### src/rtl/arith_pkg.sv
// Shared encodings for the inc/dec arithmetic blocks.
package arith_pkg;
   typedef enum logic {
      MODE_INC = 1'b0,
      MODE_DEC = 1'b1
   } mode_e;

   typedef enum logic {
      SAT_WRAP  = 1'b0,
      SAT_CLAMP = 1'b1
   } sat_e;
endpackage

### src/rtl/inc_dec_core.sv
// Combinational step-sized increment/decrement over 0..MAX_VAL with wrap or clamp.
module inc_dec_core
   import arith_pkg::*;
#(
   parameter int unsigned N       = 4,
   parameter int unsigned MAX_VAL = 2**N - 1
) (
   input  logic [N-1:0] cur,
   input  logic [N-1:0] k,
   input  logic         mode,
   input  logic         sat,
   output logic [N-1:0] nxt,
   output logic         ovf_c,
   output logic         unf_c
);
   localparam int unsigned W = N + 1;
   localparam logic [N:0] MAX_W = W'(MAX_VAL);
   localparam logic [N:0] MOD_W = W'(MAX_VAL + 1);

   logic [N:0] cur_w;
   logic [N:0] k_w;
   logic [N:0] res_w;

   assign cur_w = {1'b0, cur};
   assign k_w   = {1'b0, k};

   // One extra bit keeps the sum and the borrow-corrected difference exact.
   always_comb begin
      res_w = cur_w;
      ovf_c = 1'b0;
      unf_c = 1'b0;
      if (mode == MODE_INC) begin
         res_w = cur_w + k_w;
         if (res_w > MAX_W) begin
            ovf_c = 1'b1;
            res_w = (sat == SAT_CLAMP) ? MAX_W : res_w - MOD_W;
         end
      end else begin
         if (cur_w >= k_w) begin
            res_w = cur_w - k_w;
         end else begin
            unf_c = 1'b1;
            res_w = (sat == SAT_CLAMP) ? '0 : cur_w + MOD_W - k_w;
         end
      end
   end

   assign nxt = res_w[N-1:0];
endmodule

### src/rtl/inc_dec_counter.sv
// Registered up/down counter with runtime step, wrap/saturate, parallel load and status flags.
module inc_dec_counter
   import arith_pkg::*;
#(
   parameter int unsigned N       = 4,
   parameter int unsigned MAX_VAL = 2**N - 1,
   parameter int unsigned S       = N
) (
   input  logic         clk,
   input  logic         rst_n,
   input  logic         en,
   input  logic         mode,
   input  logic         sat,
   input  logic [S-1:0] step,
   input  logic         load,
   input  logic [N-1:0] load_val,
   output logic [N-1:0] count,
   output logic         ovf,
   output logic         unf,
   output logic         at_max,
   output logic         at_zero
);
   localparam int unsigned CW = ((S > N) ? S : N) + 1;
   localparam logic [CW-1:0] MAX_CW = CW'(MAX_VAL);
   localparam logic [N-1:0]  MAX_N  = N'(MAX_VAL);

   logic [CW-1:0] step_w;
   logic [N-1:0]  k;
   logic [N-1:0]  load_clamped;
   logic [N-1:0]  nxt;
   logic          ovf_c, unf_c;
   logic [N-1:0]  count_d, count_q;
   logic          ovf_d, ovf_q;
   logic          unf_d, unf_q;

   assign step_w       = CW'(step);
   assign k            = (step_w > MAX_CW) ? MAX_N : step_w[N-1:0];
   assign load_clamped = (load_val > MAX_N) ? MAX_N : load_val;

   inc_dec_core #(
      .N       (N),
      .MAX_VAL (MAX_VAL)
   ) u_core (
      .cur   (count_q),
      .k     (k),
      .mode  (mode),
      .sat   (sat),
      .nxt   (nxt),
      .ovf_c (ovf_c),
      .unf_c (unf_c)
   );

   always_comb begin
      count_d = count_q;
      ovf_d   = 1'b0;
      unf_d   = 1'b0;
      if (load) begin
         count_d = load_clamped;
      end else if (en) begin
         count_d = nxt;
         ovf_d   = ovf_c;
         unf_d   = unf_c;
      end
   end

   always_ff @(posedge clk) begin
      if (!rst_n) begin
         count_q <= '0;
         ovf_q   <= 1'b0;
         unf_q   <= 1'b0;
      end else begin
         count_q <= count_d;
         ovf_q   <= ovf_d;
         unf_q   <= unf_d;
      end
   end

   assign count   = count_q;
   assign ovf     = ovf_q;
   assign unf     = unf_q;
   assign at_max  = (count_q == MAX_N);
   assign at_zero = (count_q == '0);
endmodule

### config.mk
export PLATFORM = sky130hd
export DESIGN_NAME = inc_dec_counter
export DESIGN_NICKNAME = d
export VERILOG_FILES = /design/src/rtl/arith_pkg.sv /design/src/rtl/inc_dec_core.sv /design/src/rtl/inc_dec_counter.sv
export SDC_FILE = /design/constraint.sdc
export NUM_CORES = 1
export LEC_CHECK = 0
export BUFFER_PORTS_ARGS = -buffer_cell sky130_fd_sc_hd__buf_2
export CORE_ASPECT_RATIO = 1.2
export CORE_MARGIN = 2
export CORE_UTILIZATION = 40
export CTS_CLUSTER_DIAMETER = 120
export DETAILED_ROUTE_END_ITERATION = 6
export GPL_ROUTABILITY_DRIVEN = 0
export PLACE_DENSITY = 0.76
export REMOVE_ABC_BUFFERS = 1
export SETUP_SLACK_MARGIN = 0.1
export SYNTH_ARGS = -nofsm -noshare
export SYNTH_HDL_FRONTEND = slang
export SYNTH_SLANG_ARGS = --single-unit
### constraint.sdc
create_clock -name clk -period 5.9 [get_ports clk]
set_input_delay 1.77 -clock clk [delete_from_list [all_inputs] [get_ports clk]]
set_output_delay 1.77 -clock clk [all_outputs]
set_load 0.02 [all_outputs]
# Word-level counts from Yosys, hierarchy flattened
# Index checks and enable logic that the tools add are counted.
# Widths: inputs -> output; s select.
# word_totals
wordCells	31
in_bits	14
regBits	6
# classes
n_bitwise	3
mux	11
add_sub_neg	5
reduce_logical	4
n_eq_ne	1
n_lt_le_gt_ge	4
# ops
operator	count
$mux 4	9
$gt 4x4->1 const B	2
$reduce_or 4->1	2
$sub 4x4->4	2
$add 4x4->5	1
$gt 5x4->1 const B	1
$add 4x1->4 const B	1
$eq 4x4->1 const B	1
$ge 4x4->1	1
$logic_not 4->1	1
$sub 4x1->4 const B	1
$not 1->1	3
$mux 1	2
$reduce_bool 2->1	1

# Depth between registers and ports, before layout
# Gate-level depths: netlist of run 1.
# logic_depth
depth_word	9
mapped_depth	8
mapped_depth_nobuf	8

# Hierarchy
# From an unflattened synthesis of run 1, not the netlist that was laid out.
# unflattened
hier_cells	71
hier_area_um2	640.6
# by_module_without_submodules
mod	cells_each	instances	area_each_um2
inc_dec_core	48	1	367.9
inc_dec_counter	23	1	272.8

# Worst setup path after synthesis of run 1
# No wires, ideal clock.
# synth_path
path_type	input to register
start	input step[0]
end	register count_q[2] (netlist: count[2])
setup_slack_ns	2.721
t_arrival_ns	3.048
setup_ns	0.130
required_ns	5.770
cell_stages	6
path_cell_list	ha_1 -> fa_1 -> nand2b_4 -> a2111oi_4 -> a2111oi_2 -> a211oi_2
# synth_between
elab_chain_len	9
word_cells_on_any_way	15
# synth_rtl
item	line	text
start, declared	inc_dec_counter.sv:14	input logic [S-1:0] step,
$gt 4x4->1	inc_dec_counter.sv:37	assign k = (step_w > MAX_CW) ? MAX_N : step_w[N-1:0];
$mux 4 (*)	inc_dec_counter.sv:37	
$add 4x4->5	inc_dec_core.sv:33	res_w = cur_w + k_w;
$sub 4x1->4	inc_dec_core.sv:36	res_w = (sat == SAT_CLAMP) ? MAX_W : res_w - MOD_W;
$mux 4	inc_dec_core.sv:36	
$mux 4	inc_dec_core.sv:34	if (res_w > MAX_W) begin
$mux 4 (*)	inc_dec_core.sv:32	if (mode == MODE_INC) begin
$mux 4 (*)	inc_dec_counter.sv:59	end else if (en) begin
$mux 4 (*)	inc_dec_counter.sv:57	if (load) begin
end signal, assigned	inc_dec_counter.sv:72	count_q <= count_d;
end, declared	inc_dec_counter.sv:32	logic [N-1:0] count_d, count_q;
# Every way passes the cells marked *; elsewhere a longest branch is shown, timed or not. The select of a mux whose other input is x is not followed.
# A chain may end at the register's enable or synchronous reset.

# Worst setup path in the final report of run 1
# Same ends and word-level chain as after synthesis.

==> results of run 1 <==
==> routing by layer <==
metal	vias up	part of all wire, %	GRT usage [%]
met4	0	2.6	8.602
li1	332	-	-
met2	19	52	31.51
met1	288	42	18.72
met5	-	0	0
met3	4	3.9	2.593
==> critical path, stage by stage <==
cell and delay [ps]:
buf_2 110, ha_1 220, fa_1 440, nand2b_4 120, a2111oi_4 80, a2111oi_2 370
a211oi_2 110
==> power by group <==
group          internal, mW  switching, mW  leakage (nW)  total [mW]
clock network        0.0230         0.0144        0.0138      0.0374
logic                0.0278         0.0366         0.340      0.0644
registers            0.0433        0.00471        0.0492      0.0480
==> per-stage QoR <==
| step | cells | utilization, % | area, sq um | hold WS (ps) | power (mW) |
|---|---|---|---|---|---|
| global placement | 118 | 49.06 | 785.8 | 769.0 | 0.1119 |
| CTS | 121 | 50.47 | 808.3 | 787.3 | 0.1499 |
| global route | 121 | 50.47 | 808.3 | 862.2 | 0.1596 |
| detailed placement | 118 | 49.06 | 785.8 | 778.8 | 0.1132 |
| floorplan | 79 | - | 658.1 | 752.7 | 0.09262 |
| finish | 121 | 50.47 | 808.3 | 773.8 | 0.1498 |
==> worst min path at each step <==
stage | from | endpoint | slack, ps | depth (start not counted)
2_1_floorplan | count[0] | count[0] | 750 | 4
3_3_place_gp | count[2] | count[2] | 770 | 4
3_5_place_dp | count[0] | count[0] | 780 | 4
4_1_cts | count[2] | count[2] | 790 | 4
5_1_grt | count[2] | count[2] | 860 | 4
6_report | count[0] | count[0] | 770 | 4
==> kinds of logic (layout without fill, tap and decap cells) <==
| family | Yosys count | after routing | share of synthesized area [%] |
|---|---|---|---|
| flops | 6 | 6 | 17.75 |
| buf+inv | 14 | 35 | 8.873 |
| fa+ha+maj | 10 | 10 | 20.70 |
| mux | 1 | 1 | 1.479 |
| xor+xnor | 2 | 2 | 2.588 |
| compound gates | 22 | 22 | 25.88 |
| simple gates | 27 | 27 | 22.74 |
==> registers in the layout, summed over array words and instances, names as in the netlist <==
register  count
ovf           1
count         4
unf           1
==> cells in the final DEF (no fill, tap or decap), types with 2 or more instances in the layout <==
cell type / instances
buf_2: 21
inv_1: 11
nor2_1: 10
ha_1: 8
a21oi_1: 6
dfxtp_1: 6
nor3_1: 4
nand2_1: 3
o21ai_0: 3
clkbuf_4: 3
o211ai_1: 2
o22ai_1: 2
xor2_1: 2
fa_1: 2
==> layout make-up <==
class / instances / area (sq um)
well taps: 18 / 22.52
multi-input cells: 62 / 496.7
repair buffers: 21 / 105.1
clock buffers: 3 / 22.52
flip-flops and latches: 6 / 120.1
inverters: 11 / 41.29
fillers: 172 / 793.3
==> results.py, run 1 <==
metrics = {
    "status": {
        "outcome": "complete, no violations",
    },
    "logic_synthesis": {
        "synth_edf_count": 0,
        "yosys_warnings": 0,
        "yosys-top-cells-count": "inv_1, nor2_1, ha_1",
        "netlist_area_sq_um": 676.9,
        "synth_flop_cell": "dfxtp_1",
        "yosysTopAreaCellShare_pct": 17.74,
        "synth_area_leaders": "dfxtp_1, ha_1, inv_1, fa_1, nor2_1",
        "async_flop_share_pct": 0,
        "ys_ff_latch": 6,
        "synth_cells": 82,
        "synth_cell_type_count": 34,
        "synth.most_common_cell": "inv_1",
        "synth_top_area_cell": "dfxtp_1",
        "yosysSeqAreaShare_pct": 17.74,
        "syn_area_per_cell_sq_um": 8.255,
    },
    "clock_tree": {
        "post_cts_resized": 0,
        "post_cts_buffers": 0,
        "root_buffer": "clkbuf_4",
        "clk_pin_slew_ps": 50,
        "clock_sinks": 6,
        "htree_num_levels": 1,
        "cts_made_buffers": 3,
        "cts_tree": "done",
        "holdBufCountCts": 0,
        "cts_buffer_depth": 2,
        "clkLatencyLatePin_ps": 240,
    },
    "floorplan": {
        "core.rowCount": 16,
        "dieHeight_um": 49.06,
        "coreArea_sq_mm": 0.001602,
        "ios": 22,
        "dieArea_sq_mm": 0.002038,
        "start_util_pct": 42.27,
        "die_x_um": 41.55,
    },
    "setup_path": {
        "crit_end": "count[2]",
        "rr_endpoint": "count[2]",
        "worstPathMaxFanout": 3,
        "arrival_ps": 3230,
        "start_kind": "input port",
        "worst_setup_path_end_kind": "flip-flop",
        "critPathKind": "in -> reg",
        "critPathRequiredTime_ps": 6020,
        "r2r_setup_slack_ps": 4070,
        "crit_start": "step[0]",
        "ff2ff_path_depth": 6,
        "worstReg2RegStart": "count[0]",
    },
    "sta": {
        "period_needed_ps": 3114,
        "worstMarginPinSlew_ps": 369.4,
        "tns_ps": 0,
        "fin_skew_ps": 2.408,
        "drv_slew": 0,
        "finalSetupViolCount": 0,
        "rsz0062_at_grt": "false",
        "final_hold_viol_count": 0,
        "max_slew_margin_pct": 75.34,
        "fmax_mhz": 321.1,
        "worst_slack_ps": 2786,
        "fin_crit_sh_pct": 52.79,
    },
    "finish": {
        "drive_above_1_share_pct": 29.13,
        "area_growth_pct": 19.41,
        "fin_nets": 129,
        "antenna_cells": 0,
    },
    "drt": {
        "drt_iter0_markers": 5,
        "drc": 0,
        "ant_nets": 0,
        "post_drt_wl_per_cell_um": 12.80,
        "via_count": 643,
        "drt-total-wl_mm": 1.549,
        "viasPerCell": 5.314,
        "first_pass_iters": 4,
    },
    "global_routing": {
        "grt_pass1_wl_mm": 2.739,
        "grt_pass1_vias": 702,
        "grt_max_degree": 11,
        "grtUsageTotal_pct": 17.21,
        "antenna_found_initial": 0,
        "grt-ovfl-total": 0,
    },
    "placed_design": {
        "port_buffers": 21,
        "place_hpwl_mm": 1.327,
        "place_ws_ps": 2538,
    },
    "pwr": {
        "p_leak_nw": 0.4030,
        "vdd_drop_max_uv": 116.9,
        "powerDensity_mw_per_mm2": 185.4,
    },
    "worst_hold_path": {
        "hold_class": "reg -> reg",
    },
    "flow_run": {
        "maxCapViolCount": 0,
    },
}
Note: power is estimated with default switching activity, not from simulation.
==> run 2, diff against run 1 <==
--- a/config.mk
+++ b/config.mk
@@ -12,7 +12,7 @@
 export CTS_CLUSTER_DIAMETER = 120
 export DETAILED_ROUTE_END_ITERATION = 6
 export GPL_ROUTABILITY_DRIVEN = 0
-export PLACE_DENSITY = 0.76
+export PLACE_DENSITY = 0.79
 export REMOVE_ABC_BUFFERS = 1
 export SETUP_SLACK_MARGIN = 0.1
 export SYNTH_ARGS = -nofsm -noshare
==> constraint.sdc (replaced) <==
create_clock -name clk -period 2.7 [get_ports clk]
set_input_delay 0.81 -clock clk [delete_from_list [all_inputs] [get_ports clk]]
set_output_delay 0.81 -clock clk [all_outputs]
set_load 0.02 [all_outputs]
==> run 2 against run 1 <==
Compared with the run above: global-route usage increased by 0.66 points; critical path depth unchanged; cell count unchanged; sequential power increased by 120%; worst hold slack about the same; routed wire length increased by 4.6%; critical path type unchanged; largest power group unchanged; highest routed layer unchanged.
==> results.py, run 2 (same netlist as run 1, synthesis figures left out) <==
metrics = {
    "setup_path": {
        "arrival_ps": 2290,
        "crit_slowest_cell": "fa_1",
        "cp_top_family": "adder cells",
        "slowest_delay_ps": 440,
        "start_kind": "input port",
        "worst_setup_path_end_kind": "flip-flop",
        "critPathRequiredTime_ps": 2820,
        "worstPathMaxFanout": 3,
        "crit_chain": "buf_2 > ha_1 > fa_1 > nand2b_4 > a2111oi_4 > a2111oi_2 > a211oi_2",
        "critPathKind": "in -> reg",
        "crit_buf_inv": 1,
    },
    "sta": {
        "rsz0062_at_grt": "false",
        "period_needed_ps": 2164,
        "fin_skew_ps": 1.990,
        "drv_slew": 0,
        "fmax_mhz": 462.2,
        "final_hold_viol_count": 0,
        "hold_ws_ps": 773.4,
        "fin_crit_sh_pct": 80.14,
        "worst_slack_ps": 536.3,
        "worstMarginPinSlew_ps": 358.3,
        "tns_ps": 0,
        "finalSetupViolCount": 0,
        "max_slew_margin_pct": 76.08,
    },
    "floorplan": {
        "dieHeight_um": 49.06,
        "ios": 22,
        "start_util_pct": 42.27,
        "core.rowCount": 16,
        "dieArea_sq_mm": 0.002038,
        "coreArea_sq_mm": 0.001602,
        "die_x_um": 41.55,
    },
    "finish": {
        "final_cell_area_sq_um": 808.3,
        "drive_above_1_share_pct": 29.13,
        "final_cell_mix": "buf_2, inv_1, nor2_1, ha_1",
        "fillCellCount": 163,
        "largest_register_ffs": 4,
        "register_area_sq_um": 120.1,
        "multi_input_comb_area_sq_um": 496.7,
        "layout.cells.non_filler": 121,
        "area_growth_pct": 19.41,
        "mostFrequentLayoutCell": "buf_2",
        "fin_nets": 129,
        "finish.utilization_pct": 50.47,
        "antenna_cells": 0,
    },
    "clock_tree": {
        "clock_sinks": 6,
        "post_cts_resized": 0,
        "root_buffer": "clkbuf_4",
        "cts_made_buffers": 3,
        "cts_buffer_depth": 2,
        "htree_num_levels": 1,
        "cts_tree": "done",
        "clk_pin_slew_ps": 50,
        "holdBufCountCts": 0,
        "clkLatencyLatePin_ps": 250,
        "post_cts_buffers": 0,
    },
    "global_routing": {
        "grt_pass1_vias": 687,
        "grt_pass1_wl_mm": 2.891,
        "antenna_found_initial": 0,
        "use_met2_pct": 32.03,
        "busiest_layer": "met2",
        "use_met1_pct": 20.00,
        "grt_util_met3_pct": 2.593,
        "grtUsageTotal_pct": 17.87,
        "grt-ovfl-total": 0,
        "grt_max_degree": 11,
    },
    "placed_design": {
        "place_area_sq_um": 785.8,
        "dp.cells": 118,
        "place_ws_ps": 276.3,
        "place_hpwl_mm": 1.307,
        "port_buffers": 21,
    },
    "drt": {
        "first_pass_iters": 4,
        "drt_iter0_markers": 11,
        "via_count": 671,
        "post_drt_wl_per_cell_um": 13.40,
        "drt-total-wl_mm": 1.621,
        "viasPerCell": 5.545,
        "ant_nets": 0,
        "drc": 0,
    },
    "pwr": {
        "power_uw": 331.4,
        "powerDensity_mw_per_mm2": 410.0,
        "vdd_drop_max_uv": 272.0,
        "p_leak_nw": 0.4030,
    },
    "flow_run": {
        "maxCapViolCount": 0,
    },
    "worst_hold_path": {
        "hold_class": "reg -> reg",
    },
    "status": {
        "outcome": "complete, no violations",
    },
}
run 2: routing by layer:
| layer | up-vias | part of all wire, % |
|---|---|---|
| met5 | - | 0 |
| met4 | 0 | 2.7 |
| met3 | 7 | 6.1 |
| met2 | 29 | 50 |
| met1 | 303 | 41 |
| li1 | 332 | - |
run 2: path summary, 6_finish.rpt:
path | startpoint | slack [ps] | endpoint | depth (start not counted)
worst max register to register | count[0] | 810 | count[1] | 8
worst min register to register | count[3] | 770 | count[3] | 4
worst min-delay path | count[3] | 770 | count[3] | 4
worst max-delay path | step[0] | 540 | count[2] | 7
run 2: area by class of cell:
| cell class | count | area share, % |
|---|---|---|
| Sequential cell | 6 | 14.86 |
| Multi-Input combinational cell | 62 | 61.46 |
| Inverter | 11 | 5.108 |
| Tap cell | 18 | 2.786 |
| Timing Repair Buffer | 21 | 13.00 |
| Clock buffer | 3 | 2.786 |
run 2: report_power, final:
part | leakage, nW | switching [mW] | internal (mW)
Sequential | 0.0492 | 0.0105 | 0.0946
Clock | 0.0138 | 0.0342 | 0.0504
Combinational | 0.340 | 0.0810 | 0.0608
Total | 0.403 | 0.126 | 0.206
run 2: worst min-delay path, stage by stage (launching register included):
cell and delay (ps):
dfxtp_1 350, nand2b_1 90, o21ai_0 90, nor2_1 110
a31oi_1 90
==> run 3, diff against run 2 <==
--- a/config.mk
+++ b/config.mk
@@ -12,7 +12,7 @@
 export CTS_CLUSTER_DIAMETER = 120
 export DETAILED_ROUTE_END_ITERATION = 6
 export GPL_ROUTABILITY_DRIVEN = 0
-export PLACE_DENSITY = 0.79
+export PLACE_DENSITY = 0.76
 export REMOVE_ABC_BUFFERS = 1
 export SETUP_SLACK_MARGIN = 0.1
 export SYNTH_ARGS = -nofsm -noshare
==> constraint.sdc (replaced) <==
create_clock -name clk -period 2.1 [get_ports clk]
set_input_delay 0.63 -clock clk [delete_from_list [all_inputs] [get_ports clk]]
set_output_delay 0.63 -clock clk [all_outputs]
set_load 0.02 [all_outputs]
==> run 3 against run 2 <==
Compared with the run above: cell area grew 9.4%; cell count rose by 6.6%; flip-flop and latch count unchanged; non-clock buffer count increased by 8; highest routed layer unchanged; sequential share of layout area shrank 1.3 points; die area unchanged; global-route usage rose by 1.1 points; via count up 2.7%; critical path type unchanged; worst hold slack worse by 110 ps.
==> results.py, run 3 (same netlist as run 1, synthesis figures left out) <==
metrics = {
    "finish": {
        "largest_register_ffs": 4,
        "final_cell_mix": "buf_2, inv_1, nor2_1, ha_1, buf_4",
        "area_growth_pct": 30.68,
        "mostFrequentLayoutCell": "buf_2",
        "drive_above_1_share_pct": 35.14,
        "final_cell_area_sq_um": 884.6,
        "antenna_cells": 0,
        "fin_nets": 137,
    },
    "setup_path": {
        "crit_slowest_cell": "fa_1",
        "worstReg2RegStart": "count[0]",
        "slowest_delay_ps": 400,
        "crit_chain": "buf_2 > buf_4 > ha_1 > inv_1 > fa_1 > a21oi_2 > o211ai_1 > a21boi_1 > o32ai_1",
        "critPathKind": "in -> reg",
        "crit_buf_inv": 3,
        "critPathRequiredTime_ps": 2230,
        "r2r_setup_slack_ps": 240,
        "rr_endpoint": "count[1]",
        "ff2ff_path_depth": 8,
        "start_kind": "input port",
        "arrival_ps": 2080,
        "cp_top_family": "compound AO/OA/AOI/OAI gates",
        "worstPathMaxFanout": 3,
        "worst_setup_path_end_kind": "flip-flop",
    },
    "drt": {
        "drc": 0,
        "first_pass_iters": 4,
        "ant_nets": 0,
        "post_drt_wl_per_cell_um": 13.22,
        "viasPerCell": 5.341,
        "via_count": 689,
        "drt_iter0_markers": 15,
        "drt-total-wl_mm": 1.705,
    },
    "worst_hold_path": {
        "holdPathStages": 3,
        "hold_path_startpoint": "rst_n",
        "hold-path-endpoint": "count[3]",
        "hold_class": "in -> reg",
    },
    "clock_tree": {
        "root_buffer": "clkbuf_4",
        "clock_sinks": 6,
        "cts_made_buffers": 3,
        "cts_tree": "done",
        "htree_num_levels": 1,
        "clkLatencyLatePin_ps": 250,
        "cts_buffer_depth": 2,
        "clk_pin_slew_ps": 50,
        "holdBufCountCts": 0,
    },
    "pwr": {
        "power_uw": 452.4,
        "p_leak_nw": 0.4439,
        "powerDensity_mw_per_mm2": 511.4,
        "vdd_drop_max_uv": 410.2,
    },
    "sta": {
        "fin_skew_ps": 7.706,
        "finalSetupViolCount": 0,
        "worstMarginPinSlew_ps": 353.5,
        "drv_slew": 0,
        "fin_crit_sh_pct": 92.62,
        "final_hold_viol_count": 0,
        "max_slew_margin_pct": 76.43,
        "rsz0062_at_grt": "false",
        "fmax_mhz": 514.1,
        "period_needed_ps": 1945,
    },
    "global_routing": {
        "antenna_found_initial": 0,
        "grt_max_degree": 11,
        "grt_pass1_wl_mm": 2.911,
        "grt_pass1_vias": 704,
        "grt-ovfl-total": 0,
        "grtUsageTotal_pct": 19.01,
    },
    "placed_design": {
        "port_buffers": 21,
        "place_area_sq_um": 845.8,
        "place_hpwl_mm": 1.415,
    },
    "floorplan": {
        "dieArea_sq_mm": 0.002038,
        "coreArea_sq_mm": 0.001602,
        "ios": 22,
        "dieHeight_um": 49.06,
        "core.rowCount": 16,
        "die_x_um": 41.55,
        "start_util_pct": 42.27,
    },
    "flow_run": {
        "maxCapViolCount": 0,
    },
    "status": {
        "outcome": "complete, no violations",
    },
}
run 3: changes by cell type in the layout (fill, tap and decap cells not counted):
cell / previous run / this run
a2111oi_2: 1 / 0
a2111oi_4: 1 / 2
a21oi_1: 6 / 5
a21oi_2: 0 / 1
buf_4: 0 / 8
run 3: cell type report:
cell class / count / area (sq um)
inverters: 11 / 41.29
repair buffers: 29 / 165.2
clock buffers: 3 / 22.52
flip-flops and latches: 6 / 120.1
well taps: 18 / 22.52
fillers: 162 / 716.9
multi-input cells: 62 / 513.0
run 3: layer usage:
metal	track usage (%)	routed length (um)
met1	19.32	700
met2	34.11	864
met3	4.815	84
met4	11.29	55
met5	0	0
run 3: what timing repair did:
item / 4_1_cts / 5_1_grt
resized for setup: 0 / 2
setup endpoints to repair: 0 / 2
endpoints found under the hold margin: 0 / 0
buffers inserted: 0 / 0
run 3: how the worst max path moves through the flow:
stage                     slack, ps     from        to  cells past startpoint
after floorplan                  60  step[0]  count[2]                      6
after detailed placement       -140  step[0]  count[2]                      7
after global routing             90  step[0]  count[1]                      9
after global placement          -70  step[0]  count[2]                      7
after CTS                       130  step[0]  count[2]                      7
final                           150  step[0]  count[1]                      9
run 3: through the flow:
step                std cells  hold WS [ps]  setup WS [ps]  setup TNS [ps]  utilization (%)
finish                    129         661.2          154.9               0            55.23
global route              129         661.7          92.61               0            55.23
CTS                       129         651.5          130.1               0            54.22
detailed placement        126         760.3         -137.4          -339.0            52.81
global placement          126         756.0         -70.35          -122.5            52.81
floorplan                  79         709.3          63.42               0                -
run 3: power by group:
group	switching [mW]	total, mW	internal [mW]
Sequential	0.0136	0.135	0.122
Combinational	0.112	0.209	0.0974
Clock	0.0429	0.108	0.0647
Total	0.169	0.452	0.284
run 3: worst min-delay path, stage by stage:
cell and delay (ps):
buf_2 110, o21ai_0 70, a31oi_1 40
